File: src/rtl/button_debouncer.sv
// button_debouncer: synchronises and debounces a raw push-button, then emits
// single-cycle press / release strobes and a step strobe.
// Optional feature macro: BUTTON_DEBOUNCER_AUTO_REPEAT_EN
//   defined   -> step also fires REPEAT_DELAY cycles after a press, then every
//                REPEAT_PERIOD cycles while the button stays held
//   undefined -> step is identical to press, no repeat logic is built
// The release strobe port is named release_pulse because 'release' is a
// reserved word in SystemVerilog.
module button_debouncer #(
    parameter int unsigned SYNC_STAGES     = 2,
    parameter int unsigned DEBOUNCE_CYCLES = 240000,
    parameter int unsigned REPEAT_DELAY    = 6000000,
    parameter int unsigned REPEAT_PERIOD   = 2000000
) (
    input  logic clock,
    input  logic reset,
    input  logic button_raw,
    output logic button_level,
    output logic press,
    output logic release_pulse,
    output logic step
);

    localparam int unsigned CNT_W = 24;
    localparam logic [CNT_W-1:0] DEB_LAST = CNT_W'(DEBOUNCE_CYCLES - 1);
    localparam logic [CNT_W-1:0] DLY_LAST = CNT_W'(REPEAT_DELAY - 1);
    localparam logic [CNT_W-1:0] PER_LAST = CNT_W'(REPEAT_PERIOD - 1);

    logic [SYNC_STAGES-1:0] sync_q;
    logic                   sync_s;
    logic [CNT_W-1:0]       deb_cnt;
    logic                   accept_c;
    logic                   rise_c;
    logic                   fall_c;

    // Synchroniser chain; the last stage is the only one the logic looks at.
    always_ff @(posedge clock) begin
        if (reset) begin
            sync_q <= '0;
        end else begin
            sync_q <= {sync_q[SYNC_STAGES-2:0], button_raw};
        end
    end

    assign sync_s = sync_q[SYNC_STAGES-1];

    // A level change is accepted on the last of DEBOUNCE_CYCLES differing samples.
    always_comb begin
        accept_c = (sync_s != button_level) && (deb_cnt == DEB_LAST);
        rise_c   = accept_c && sync_s;
        fall_c   = accept_c && !sync_s;
    end

    // Debounce counter, accepted level and the press/release strobes.
    always_ff @(posedge clock) begin
        if (reset) begin
            deb_cnt       <= '0;
            button_level  <= 1'b0;
            press         <= 1'b0;
            release_pulse <= 1'b0;
        end else begin
            if (sync_s == button_level) begin
                deb_cnt <= '0;
            end else if (accept_c) begin
                deb_cnt      <= '0;
                button_level <= sync_s;
            end else begin
                deb_cnt <= deb_cnt + CNT_W'(1);
            end
            press         <= rise_c;
            release_pulse <= fall_c;
        end
    end

`ifdef BUTTON_DEBOUNCER_AUTO_REPEAT_EN

    typedef enum logic [1:0] {
        IDLE   = 2'd0,
        DELAY  = 2'd1,
        REPEAT = 2'd2
    } rpt_state_t;

    rpt_state_t       state_q;
    rpt_state_t       state_d;
    logic [CNT_W-1:0] rpt_cnt_q;
    logic [CNT_W-1:0] rpt_cnt_d;
    logic             step_d;

    // Repeat state, counter and step register.
    always_ff @(posedge clock) begin
        if (reset) begin
            state_q   <= IDLE;
            rpt_cnt_q <= '0;
            step      <= 1'b0;
        end else begin
            state_q   <= state_d;
            rpt_cnt_q <= rpt_cnt_d;
            step      <= step_d;
        end
    end

    // Next-state and step decode; an accepted release overrides a terminal count.
    always_comb begin
        state_d   = state_q;
        rpt_cnt_d = rpt_cnt_q;
        step_d    = 1'b0;
        case (state_q)
            IDLE: begin
                step_d = rise_c;
                if (rise_c) begin
                    state_d   = DELAY;
                    rpt_cnt_d = '0;
                end
            end
            DELAY: begin
                if (fall_c) begin
                    state_d   = IDLE;
                    rpt_cnt_d = '0;
                end else if (rpt_cnt_q == DLY_LAST) begin
                    step_d    = 1'b1;
                    state_d   = REPEAT;
                    rpt_cnt_d = '0;
                end else begin
                    rpt_cnt_d = rpt_cnt_q + CNT_W'(1);
                end
            end
            REPEAT: begin
                if (fall_c) begin
                    state_d   = IDLE;
                    rpt_cnt_d = '0;
                end else if (rpt_cnt_q == PER_LAST) begin
                    step_d    = 1'b1;
                    rpt_cnt_d = '0;
                end else begin
                    rpt_cnt_d = rpt_cnt_q + CNT_W'(1);
                end
            end
            default: begin
                state_d   = IDLE;
                rpt_cnt_d = '0;
            end
        endcase
    end

`else

    logic unused_repeat_cfg;

    // Without auto-repeat, step simply mirrors the press strobe.
    assign step              = press;
    assign unused_repeat_cfg = ^{DLY_LAST, PER_LAST};

`endif

endmodule

File: config.mk
export PLATFORM = sky130hd
export DESIGN_NAME = button_debouncer
export DESIGN_NICKNAME = d
export VERILOG_FILES = /design/src/rtl/button_debouncer.sv
export SDC_FILE = /design/constraint.sdc
export NUM_CORES = 1
export LEC_CHECK = 0
export CORE_MARGIN = 2
export CORE_UTILIZATION = 35
export DETAILED_ROUTE_END_ITERATION = 10
export GPL_TIMING_DRIVEN = 1
export PLACE_DENSITY = 0.56
export SLEW_MARGIN = 10
export SYNTH_ARGS = -nofsm -noshare
export SYNTH_HDL_FRONTEND = slang
export SYNTH_SLANG_ARGS = --single-unit
File: constraint.sdc
create_clock -name clock -period 2.21 [get_ports clock]
set_input_delay 0.663 -clock clock [delete_from_list [all_inputs] [get_ports clock]]
set_output_delay 0.663 -clock clock [all_outputs]
set_load 0.1 [all_outputs]
==> results.py <==
metrics = {
    "place": {
        "portBuffers": 6,
        "placedCellCount": 194,
        "dp_hpwl_um": 1730,
        "place_area_mm2": 0.00138,
        "globalplace.congestion": 0.758,
    },
    "global_routing": {
        "grt_pass1_wl_um": 4130,
        "grt_max_degree": 13,
        "grt_usage": 0.128,
        "antenna_found_initial": 0,
        "grt-ovfl-total": 0,
        "grt_pass1_vias": 911,
    },
    "floorplan": {
        "die_h_um": 64.4,
        "dieArea_mm2": 0.00415,
        "fp.dieW_um": 64.4,
        "io_pins": 7,
        "row_count": 21,
        "initial_core_util": 0.374,
        "core_area_mm2": 0.00342,
    },
    "sta": {
        "tns_ps": 0,
        "fin_crit_sh": 0.921,
        "hold_viol": 0,
        "min_period_ps": 2040,
        "grt_setup_unrepaired": "no",
        "timing.fmax_mhz": 491,
        "finalClockSkew_ps": 7.45,
        "slew_headroom": 0.781,
        "finalMaxSlewViolations": 0,
        "tightest_slew_ps": 326,
        "setup_violations": 0,
    },
    "route": {
        "wirelength_um": 2320,
        "antenna_left": 0,
        "firstDrtPassIters": 4,
        "drtIter0Drc": 33,
        "drt_drc_violations_left": 0,
        "wl_per_cell_um": 11.5,
        "num_vias": 993,
        "viasPerCell": 4.92,
    },
    "setup_path": {
        "crit_fanout": 5,
        "cp_data_arrival_time_ps": 2250,
        "worstSetupStartpointType": "flop",
        "worst-setup-path-type": "reg2reg",
        "timing.rr.start": "deb_cnt[0]",
        "worstSetupStartpoint": "deb_cnt[0]",
        "endpoint_kind": "flop",
        "required_ps": 2430,
    },
    "synth": {
        "synth_fa_ha_area_frac": 0.00979,
        "synth_mux_area_frac": 0,
        "yosys.area_share.simple": 0.315,
        "synth_top_family_by_area": "simple AND/OR/NAND/NOR gates",
        "synth.distinct_cells": 27,
        "yosys_warnings": 0,
        "syn_area_mm2": 0.00128,
        "avgSynthCellArea_um2": 8.81,
        "synth_top_area_cell": "dfxtp_1",
        "ys_seq_area_frac": 0.454,
        "synth_edf_count": 0,
        "synth_flop_cell": "dfxtp_1",
        "syn_inst": 145,
        "synth_top_area_frac": 0.454,
        "synth-xor-area-share": 0.103,
        "synth_compound_gate_area_share": 0.0803,
        "async_flop_share": 0,
        "synth.most_common_cell": "dfxtp_1",
        "synth_commonest_cells": "dfxtp_1 (29), nor2_1 (17), xnor2_1 (11)",
        "synth.net_count": 149,
        "yosys-top-cells-area": "dfxtp_1 (45%), xnor2_1 (7.5%), nor2_1 (5.0%)",
        "synth-seq-cells": 29,
    },
    "min_path": {
        "worstHoldStart": "sync_q[0]",
        "worstHoldPathType": "reg2reg",
    },
    "cts": {
        "cts_hold_buffers": 0,
        "cts_max_path_buffers": 2,
        "cts_root_buf": "clkbuf_4",
        "clkSinkCount": 29,
        "clkSlewWorstSetupHoldPaths_ps": 90,
        "cts_buffers": 5,
        "cts_tree": "yes",
        "clkLatencyLatePin_ps": 320,
        "h-tree-depth": 2,
    },
    "layout": {
        "drive_above_1_share": 0.135,
        "multi_input_area_um2": 653,
        "diodes": 0,
        "nFillCells": 355,
        "final_nets": 159,
        "regArea_um2": 582,
        "design_area_mm2": 0.00145,
        "stdcell_count": 202,
        "area_delta_synth_final_pct": 13.5,
    },
    "pwr": {
        "vdd_drop_max_uv": 231,
        "power_density_mw_per_mm2": 619,
        "finalPower_mw": 0.897,
        "p_leak_nw": 0.443,
    },
    "run": {
        "cap_viol_max_count": 0,
    },
    "outcome": {
        "outcome": "completed",
    },
}
==> stage by stage <==
stage | setup WS [ps] | hold slack [ps] | util
floorplan | 191 | 414 | -
global placement | 244 | 419 | 0.403
detailed placement | 163 | 427 | 0.403
CTS | 124 | 450 | 0.423
global route | 76.5 | 460 | 0.425
finish | 175 | 446 | 0.425
==> worst max-delay path: stages (launching register included) <==
cell and delay [ps]:
dfxtp_1 380, ha_1 260, nand4_2 190, or4_1 600
or2_2 320, and3_1 190
==> sequential cells by signal, indices dropped and copies added, names as in the netlist <==
register	count
sync_q	2
button_level	1
press	1
deb_cnt	24
release_pulse	1
==> cells in the final DEF, fill, tap and decap left out <==
| cell | n |
|---|---|
| dfxtp_1 | 28 |
| nor2_1 | 17 |
| xnor2_1 | 11 |
| o21ai_0 | 8 |
| or3_1 | 8 |
| a21oi_1 | 8 |
| nor3_1 | 8 |
| nand2_1 | 7 |
| nand3_1 | 7 |
| buf_4 | 7 |
| nand4_1 | 6 |
| clkbuf_4 | 5 |
| xor2_1 | 4 |
| inv_1 | 4 |
| nor4b_1 | 3 |
| nor4_1 | 3 |
| or4_1 | 2 |
| and3_1 | 2 |
| nor2b_1 | 2 |
| and4_1 | 2 |
| clkbuf_8 | 2 |
| clkdlybuf4s50_1 | 2 |
| nand4_2 | 1 |
| o21ai_1 | 1 |
| or2_2 | 1 |
| nand4_4 | 1 |
| or4_4 | 1 |
| o21a_1 | 1 |
| o21ba_2 | 1 |
| ha_1 | 1 |
| dfxtp_2 | 1 |
| clkinv_2 | 1 |
==> report_power, final <==
| part | switching (mW) | internal, mW |
|---|---|---|
| Sequential | 0.00132 | 0.524 |
| Combinational | 0.00707 | 0.00649 |
| Clock | 0.174 | 0.184 |
==> cells by family (layout without fill, tap and decap cells) <==
family / after synthesis / count (layout)
AND/OR/NAND/NOR: 71 / 71
flip-flops: 29 / 29
AO/OA/AOI/OAI: 19 / 19
adder cells (fa/ha/maj): 1 / 1
buffers and inverters: 10 / 21
XOR/XNOR: 15 / 15
==> area by class of cell <==
cell class,count,share of cell area
inverter,4,0.0104
clock buffer,7,0.0449
multi-input combinational,106,0.450
sequential,29,0.401
tap,46,0.0397
timing repair buffer,9,0.0500
clock inverter,1,0.00345
==> worst paths after layout <==
| path | end | slack [ps] | cells past startpoint |
|---|---|---|---|
| max | deb_cnt[1] | 170 | 5 |
| max reg2reg | deb_cnt[1] | 170 | 5 |
| min reg2reg | sync_q[1] | 450 | 1 |
| min | sync_q[1] | 450 | 1 |
==> metal layers <==
metal | vias up | wire length (um) | global-route usage | part of all wire
li1 | 535 | - | - | -
met1 | 440 | 1190 | 0.175 | 0.51
met2 | 13 | 1000 | 0.189 | 0.43
met3 | 5 | 89 | 0.0417 | 0.038
met4 | 0 | 31 | 0.0479 | 0.013
met5 | - | 0 | 0 | 0
==> what timing repair did <==
| action | CTS | global route |
|---|---|---|
| resized for setup | 0 | 1 |
| endpoints found under the setup margin | 0 | 2 |
| setup buffers | 0 | 0 |
Power figures use the tool's default switching activity.
